==> src/rtl/exe_muldiv_sequencer_pkg.sv <==
// Shared encodings for the EXE-side multi-cycle mul/div sequencer.
// Op codes, FSM state codes, default word length, counter sizing.
package exe_muldiv_sequencer_pkg;

  localparam int MD_WORDLENGTH = 32;

  localparam logic [1:0] MD_MULT  = 2'b00;
  localparam logic [1:0] MD_MULTU = 2'b01;
  localparam logic [1:0] MD_DIV   = 2'b10;
  localparam logic [1:0] MD_DIVU  = 2'b11;

  localparam logic [1:0] MD_IDLE = 2'b00;
  localparam logic [1:0] MD_RUN  = 2'b01;
  localparam logic [1:0] MD_FIX  = 2'b10;
  localparam logic [1:0] MD_DONE = 2'b11;

  function automatic int md_cnt_w(input int w);
    return $clog2(w) + 1;
  endfunction

  function automatic logic md_is_signed(input logic [1:0] op);
    return (op == MD_MULT) || (op == MD_DIV);
  endfunction

endpackage

==> src/rtl/exe_muldiv_sequencer_twos_negate.sv <==
// Conditional two's-complement negate: out = cond ? -in : in (mod 2^W).
// Ports: cond (negate enable), in (operand), out (result).
module twos_negate #(
  parameter int W = 32
) (
  input  logic         cond,
  input  logic [W-1:0] in,
  output logic [W-1:0] out
);

  assign out = cond ? (~in + W'(1)) : in;

endmodule

==> src/rtl/exe_muldiv_sequencer.sv <==
// Multi-cycle MULT/MULTU/DIV/DIVU sequencer beside the EXE ALU; stalls the
// front of the pipe while iterating, then commits the result to hi/lo.
// Ports: clk, reset (async high), start, op, rs_val, rt_val ->
//        stall, busy, done, div_by_zero, hi, lo.
// Option: define MULDIV_EARLY_OUT_EN to end multiply RUN once mplier is 0.
module exe_muldiv_sequencer
  import exe_muldiv_sequencer_pkg::*;
#(
  parameter int WIDTH = MD_WORDLENGTH
) (
  input  logic             clk,
  input  logic             reset,
  input  logic             start,
  input  logic [1:0]       op,
  input  logic [WIDTH-1:0] rs_val,
  input  logic [WIDTH-1:0] rt_val,
  output logic             stall,
  output logic             busy,
  output logic             done,
  output logic             div_by_zero,
  output logic [WIDTH-1:0] hi,
  output logic [WIDTH-1:0] lo
);

  localparam int CW = md_cnt_w(WIDTH);
  localparam int W2 = 2 * WIDTH;

  logic [1:0]       state_q;
  logic [CW-1:0]    cnt_q;
  logic [W2-1:0]    acc_q;
  logic [W2-1:0]    mcand_q;
  logic [WIDTH-1:0] mplier_q;
  logic             is_mul_q;
  logic             neg_res_q;
  logic             neg_rem_q;
  logic             dbz_q;

  logic             sgn_in;
  logic [WIDTH-1:0] rs_abs;
  logic [WIDTH-1:0] rt_abs;

  assign sgn_in = md_is_signed(op);

  twos_negate #(.W(WIDTH)) u_abs_rs (
    .cond (sgn_in & rs_val[WIDTH-1]),
    .in   (rs_val),
    .out  (rs_abs)
  );

  twos_negate #(.W(WIDTH)) u_abs_rt (
    .cond (sgn_in & rt_val[WIDTH-1]),
    .in   (rt_val),
    .out  (rt_abs)
  );

  // Multiply step: acc is the product, mcand shifts up, mplier shifts down.
  logic [W2-1:0]    mul_acc_nxt;
  logic [WIDTH-1:0] mplier_nxt;

  assign mul_acc_nxt = acc_q + (mplier_q[0] ? mcand_q : '0);
  assign mplier_nxt  = mplier_q >> 1;

  // Divide step: acc = {R, Q}, mplier_q holds the divisor.
  // The shifted remainder needs WIDTH+1 bits before the trial subtract.
  logic [WIDTH:0]   div_shift;
  logic             div_fits;
  logic [WIDTH-1:0] rem_nxt;
  logic [WIDTH-1:0] quo_nxt;

  assign div_shift = {acc_q[W2-1:WIDTH], acc_q[WIDTH-1]};
  assign div_fits  = div_shift >= {1'b0, mplier_q};
  assign rem_nxt   = div_fits
                   ? WIDTH'(div_shift - {1'b0, mplier_q})
                   : div_shift[WIDTH-1:0];
  assign quo_nxt   = {acc_q[WIDTH-2:0], div_fits};

  logic last_iter;

`ifdef MULDIV_EARLY_OUT_EN
  assign last_iter = (cnt_q == CW'(WIDTH - 1))
                   | (is_mul_q & (mplier_nxt == '0));
`else
  assign last_iter = (cnt_q == CW'(WIDTH - 1));
`endif

  // Sign correction; neg_* flags are only ever set for signed ops.
  logic [W2-1:0]    prod_fix;
  logic [WIDTH-1:0] quo_fix;
  logic [WIDTH-1:0] rem_fix;

  twos_negate #(.W(W2)) u_fix_prod (
    .cond (neg_res_q),
    .in   (acc_q),
    .out  (prod_fix)
  );

  twos_negate #(.W(WIDTH)) u_fix_quo (
    .cond (neg_res_q),
    .in   (acc_q[WIDTH-1:0]),
    .out  (quo_fix)
  );

  twos_negate #(.W(WIDTH)) u_fix_rem (
    .cond (neg_rem_q),
    .in   (acc_q[W2-1:WIDTH]),
    .out  (rem_fix)
  );

  always_ff @(posedge clk or posedge reset) begin
    if (reset) begin
      state_q   <= MD_IDLE;
      cnt_q     <= '0;
      acc_q     <= '0;
      mcand_q   <= '0;
      mplier_q  <= '0;
      is_mul_q  <= 1'b0;
      neg_res_q <= 1'b0;
      neg_rem_q <= 1'b0;
      dbz_q     <= 1'b0;
      hi        <= '0;
      lo        <= '0;
    end else begin
      unique case (state_q)
        MD_IDLE: begin
          if (start) begin
            is_mul_q  <= ~op[1];
            neg_res_q <= sgn_in & (rs_val[WIDTH-1] ^ rt_val[WIDTH-1]);
            neg_rem_q <= sgn_in & rs_val[WIDTH-1];
            cnt_q     <= '0;
            mplier_q  <= rt_abs;
            if (op[1] && rt_val == '0) begin
              hi      <= rs_val;
              lo      <= '1;
              dbz_q   <= 1'b1;
              state_q <= MD_DONE;
            end else begin
              if (op[1]) begin
                acc_q <= {{WIDTH{1'b0}}, rs_abs};
              end else begin
                acc_q <= '0;
              end
              mcand_q <= {{WIDTH{1'b0}}, rs_abs};
              state_q <= MD_RUN;
            end
          end
        end
        MD_RUN: begin
          cnt_q <= cnt_q + CW'(1);
          if (is_mul_q) begin
            acc_q    <= mul_acc_nxt;
            mcand_q  <= mcand_q << 1;
            mplier_q <= mplier_nxt;
          end else begin
            acc_q <= {rem_nxt, quo_nxt};
          end
          if (last_iter) begin
            state_q <= MD_FIX;
          end
        end
        MD_FIX: begin
          if (is_mul_q) begin
            hi <= prod_fix[W2-1:WIDTH];
            lo <= prod_fix[WIDTH-1:0];
          end else begin
            hi <= rem_fix;
            lo <= quo_fix;
          end
          state_q <= MD_DONE;
        end
        MD_DONE: begin
          dbz_q   <= 1'b0;
          state_q <= MD_IDLE;
        end
      endcase
    end
  end

  assign stall = (start & (state_q == MD_IDLE))
               | (state_q == MD_RUN)
               | (state_q == MD_FIX);
  assign busy        = state_q != MD_IDLE;
  assign done        = state_q == MD_DONE;
  assign div_by_zero = done & dbz_q;

endmodule
==> config.mk <==
export PLATFORM = sky130hd
export DESIGN_NAME = exe_muldiv_sequencer
export DESIGN_NICKNAME = d
export VERILOG_FILES = /design/src/rtl/exe_muldiv_sequencer_pkg.sv /design/src/rtl/exe_muldiv_sequencer_twos_negate.sv /design/src/rtl/exe_muldiv_sequencer.sv
export SDC_FILE = /design/constraint.sdc
export NUM_CORES = 1
export LEC_CHECK = 0
export CORE_MARGIN = 5
export CORE_UTILIZATION = 35
export DETAILED_ROUTE_END_ITERATION = 10
export GPL_TIMING_DRIVEN = 0
export PLACE_DENSITY = 0.61
export SYNTH_ARGS = -nofsm -noshare
export SYNTH_HDL_FRONTEND = slang
export SYNTH_SLANG_ARGS = --single-unit
==> constraint.sdc <==
create_clock -name clk -period 15.4 [get_ports clk]
set_input_delay 3.85 -clock clk [delete_from_list [all_inputs] [get_ports clk]]
set_output_delay 3.85 -clock clk [all_outputs]
set_load 0.005 [all_outputs]
==> flow_summary.json, run 1 <==
{
  "outcome": "finished clean",
  "register_area_sq_um": 5910,
  "cts_hold_buf": 0,
  "finalSetupViolations": 0,
  "wl_per_cell_um": 23.6,
  "placed_cell_area_sq_um": 21900,
  "tightest_slew_ps": 1430,
  "drv_cap": 0,
  "relSlewSlack_pct": 4.22,
  "yosys_warnings": 0,
  "row_count": 86,
  "crit_required_ps": 11550,
  "grt_util_all_layers_pct": 25.2,
  "dr.pass1.iters": 6,
  "ys.flop_type": "dfrtp_1",
  "fin_area_sq_um": 22900,
  "io_buffer_count": 136,
  "die_h_um": 246,
  "grt_setup_unrepaired": "false",
  "cp_max_fo": 9,
  "cts.sinks": 236,
  "first_iter_violations": 2257,
  "cp_slowest_stage_delay_ps": 520,
  "dieArea_sq_um": 60500,
  "grt_max_degree": 98,
  "multi_input_area_sq_um": 12600,
  "drive_gt1_share_pct": 4.80,
  "leakagePower_nw": 9.63,
  "drcViolationCount": 0,
  "pre_cts_slack_ps": 6190,
  "syn_area_sq_um": 19500,
  "setup_ws_ps": 6160,
  "fillers": 5627,
  "dieWidth_um": 246,
  "crit_arrival_ps": 5390,
  "grt_first_pass_wirelength_um": 118000,
  "min_delay_path_depth": 2,
  "io_pins": 137,
  "synth_fp_nets": 2608,
  "clockBufferDepth": 3,
  "cp-start-kind": "input pin",
  "grt-ovfl-total": 0,
  "core_sq_um": 55200,
  "dr_total_vias": 20037,
  "cts_max_level": 1,
  "power.density_nw_per_um2": 203,
  "postRouteAntennaNets": 0,
  "hold_viol_final": 0,
  "finalWirelength_um": 79600,
  "initial_utilization_pct": 35.3,
  "vias_per_cell": 5.94,
  "crit_type": "in2out",
  "cts_resized": 0,
  "ys_types": 88,
  "tns_ps": 0,
  "worstPathCellList": "clkdlybuf4s50_1, nand2_1, nand2_1, clkdlybuf4s50_1",
  "ir_drop_mv": 0.0996,
  "slowest_stage": "clkdlybuf4s50_1",
  "netlist_instances": 2433,
  "cp-end-kind": "output pin",
  "numCtsBuffers": 30,
  "antennaDiodeCount": 0,
  "postCtsSetupBuffers": 0,
  "total_power_mw": 4.64,
  "antenna_found_initial": 0,
  "fmax_mhz": 108,
  "rr_worst_depth": 14,
  "synth-seq-cells": 236,
  "fin_skew_ps": 38.5,
  "min_period_over_period_pct": 60.0,
  "cts_tree": "built",
  "synth_edf_count": 0,
  "cts_root_buf": "clkbuf_16",
  "grt_pass1_vias": 19545,
  "dp_hpwl_um": 62300,
  "fin_nets": 2778,
  "avgSynthCellArea_sq_um": 8.02,
  "yosysSeqAreaShare_pct": 30.3,
  "period_minus_slack_ps": 9240,
  "area_delta_synth_final_pct": 17.4,
  "clk_latency_ps": 610,
  "drv_slew": 0,
  "synthArstFlopShare_pct": 100,
  "path_clk_slew_ps": 60,
  "gp_congestion": 1.02,
  "hold_path.class": "reg2reg"
}
==> stage by stage <==
step / util (%) / std cells / hold WS, ps
after floorplan: - / 2433 / 463
after global placement: 39.5 / 3317 / 454
after detailed placement: 39.6 / 3319 / 464
after CTS: 41.5 / 3373 / 483
after global routing: 41.5 / 3373 / 520
final: 41.5 / 3373 / 478
==> report_power, final <==
group          leakage (nW)  switching [mW]  total (mW)  internal [mW]
combinational          6.16            1.78        2.79           1.01
clock                 0.509           0.305       0.753          0.448
sequential             2.96           0.263        1.10          0.838
==> worst paths after layout <==
| kind | end | startpoint | slack (ps) |
|---|---|---|---|
| worst max-delay path | stall | start | 6160 |
| worst min-delay path | hi[9]$_DFFE_PP0P_ | hi[9]$_DFFE_PP0P_ | 480 |
| worst max register to register | acc_q[59]$_DFFE_PP0P_ | mplier_q[0]$_DFFE_PP0P_ | 9310 |
| worst min register to register | hi[9]$_DFFE_PP0P_ | hi[9]$_DFFE_PP0P_ | 480 |
| max in group asynchronous | mcand_q[35]$_DFFE_PP0P_ | reset | 10690 |
| min in group asynchronous | lo[1]$_DFFE_PP0P_ | reset | 3700 |
==> cell families after synthesis <==
| family | Yosys count | synth area share (%) |
|---|---|---|
| adder cells (fa/ha/maj) | 106 | 6.88 |
| flip-flops | 236 | 30.3 |
| AO/OA/AOI/OAI | 836 | 26.7 |
| buffers and inverters | 231 | 5.22 |
| AND/OR/NAND/NOR | 772 | 19.3 |
| XOR/XNOR | 200 | 8.98 |
| multiplexers | 52 | 2.72 |
==> sequential cells by signal, indices dropped and copies added, names as in the netlist <==
signal / count
acc_q: 64
mcand_q: 64
hi: 32
lo: 32
mplier_q: 32
cnt_q: 6
state_q: 2
dbz_q: 1
is_mul_q: 1
neg_rem_q: 1
neg_res_q: 1
==> cell usage after synthesis (13+ instances only) <==
library cell / n / area share [%]
ha_1: 104 / 6.7
o41ai_1: 15 / 0.67
a31oi_1: 56 / 1.8
nor2b_1: 18 / 0.58
or3_1: 20 / 0.64
nand3_1: 37 / 0.95
nor2_1: 230 / 4.4
a211oi_1: 25 / 0.96
nand4_1: 25 / 0.80
nand2b_1: 17 / 0.55
inv_1: 84 / 1.6
clkbuf_1: 95 / 1.8
mux2i_1: 44 / 2.3
a22o_1: 34 / 1.5
and2_1: 75 / 2.4
o21a_1: 20 / 0.77
dfrtp_1: 236 / 30
o21ai_0: 218 / 5.6
xnor2_1: 102 / 4.6
a22oi_1: 27 / 1.0
or4_1: 13 / 0.50
nor3_1: 41 / 1.1
nand2_1: 218 / 4.2
o31ai_1: 25 / 0.96
xor2_1: 98 / 4.4
a21o_1: 48 / 1.8
nor4_1: 17 / 0.55
o22ai_1: 19 / 0.61
a21oi_1: 240 / 6.2
buf_1: 18 / 0.35
o21bai_1: 18 / 0.69
==> cells in the final DEF, fill, tap and decap left out, types with 27 or more instances in the layout <==
cell type,n
a21o_1,48
a21oi_1,240
a22o_1,34
a22oi_1,27
a31oi_1,56
and2_1,75
clkbuf_1,98
clkbuf_16,30
clkdlybuf4s50_1,136
dfrtp_1,236
ha_1,104
inv_1,83
mux2i_1,44
nand2_1,218
nand3_1,37
nor2_1,230
nor3_1,41
o21ai_0,218
xnor2_1,102
xor2_1,98
==> metal layers <==
layer | track usage [%] | part of all wire [%]
met1 | 33.0 | 41
met4 | 9.98 | 4.5
met5 | 0 | 0
met3 | 4.63 | 8.6
met2 | 41.3 | 46
==> final cells by class <==
type	count	share of cell area, %
tap	748	4.09
buffer	146	3.05
clock buffer	38	3.63
multi-input combinational	1966	54.9
sequential	236	25.8
inverter	85	1.43
timing repair buffer	138	6.18
clock inverter	16	0.907
==> worst max-delay path: cells and delay by family <==
family	cells	cell delay [ps]
buffers and inverters	2	1040
AND/OR/NAND/NOR	2	480
Note: power is estimated with default switching activity, not from simulation.
==> inputs of run 2 (changes only) <==
- clock period: 15.4 -> 9.4 ns (I/O delays scaled with it)
==> results of run 2 <==
The final DEF is identical to that of run 1. Status: finished clean.
Among the figures that moved: setup slack after placement 6190 ps -> 2780 ps; setup slack after layout 6160 ps -> 3160 ps; register-to-register setup slack 9310 ps -> 3310 ps; total power 4.64 mW -> 7.61 mW; worst IR drop on VDD 0.0996 mV -> 0.163 mV
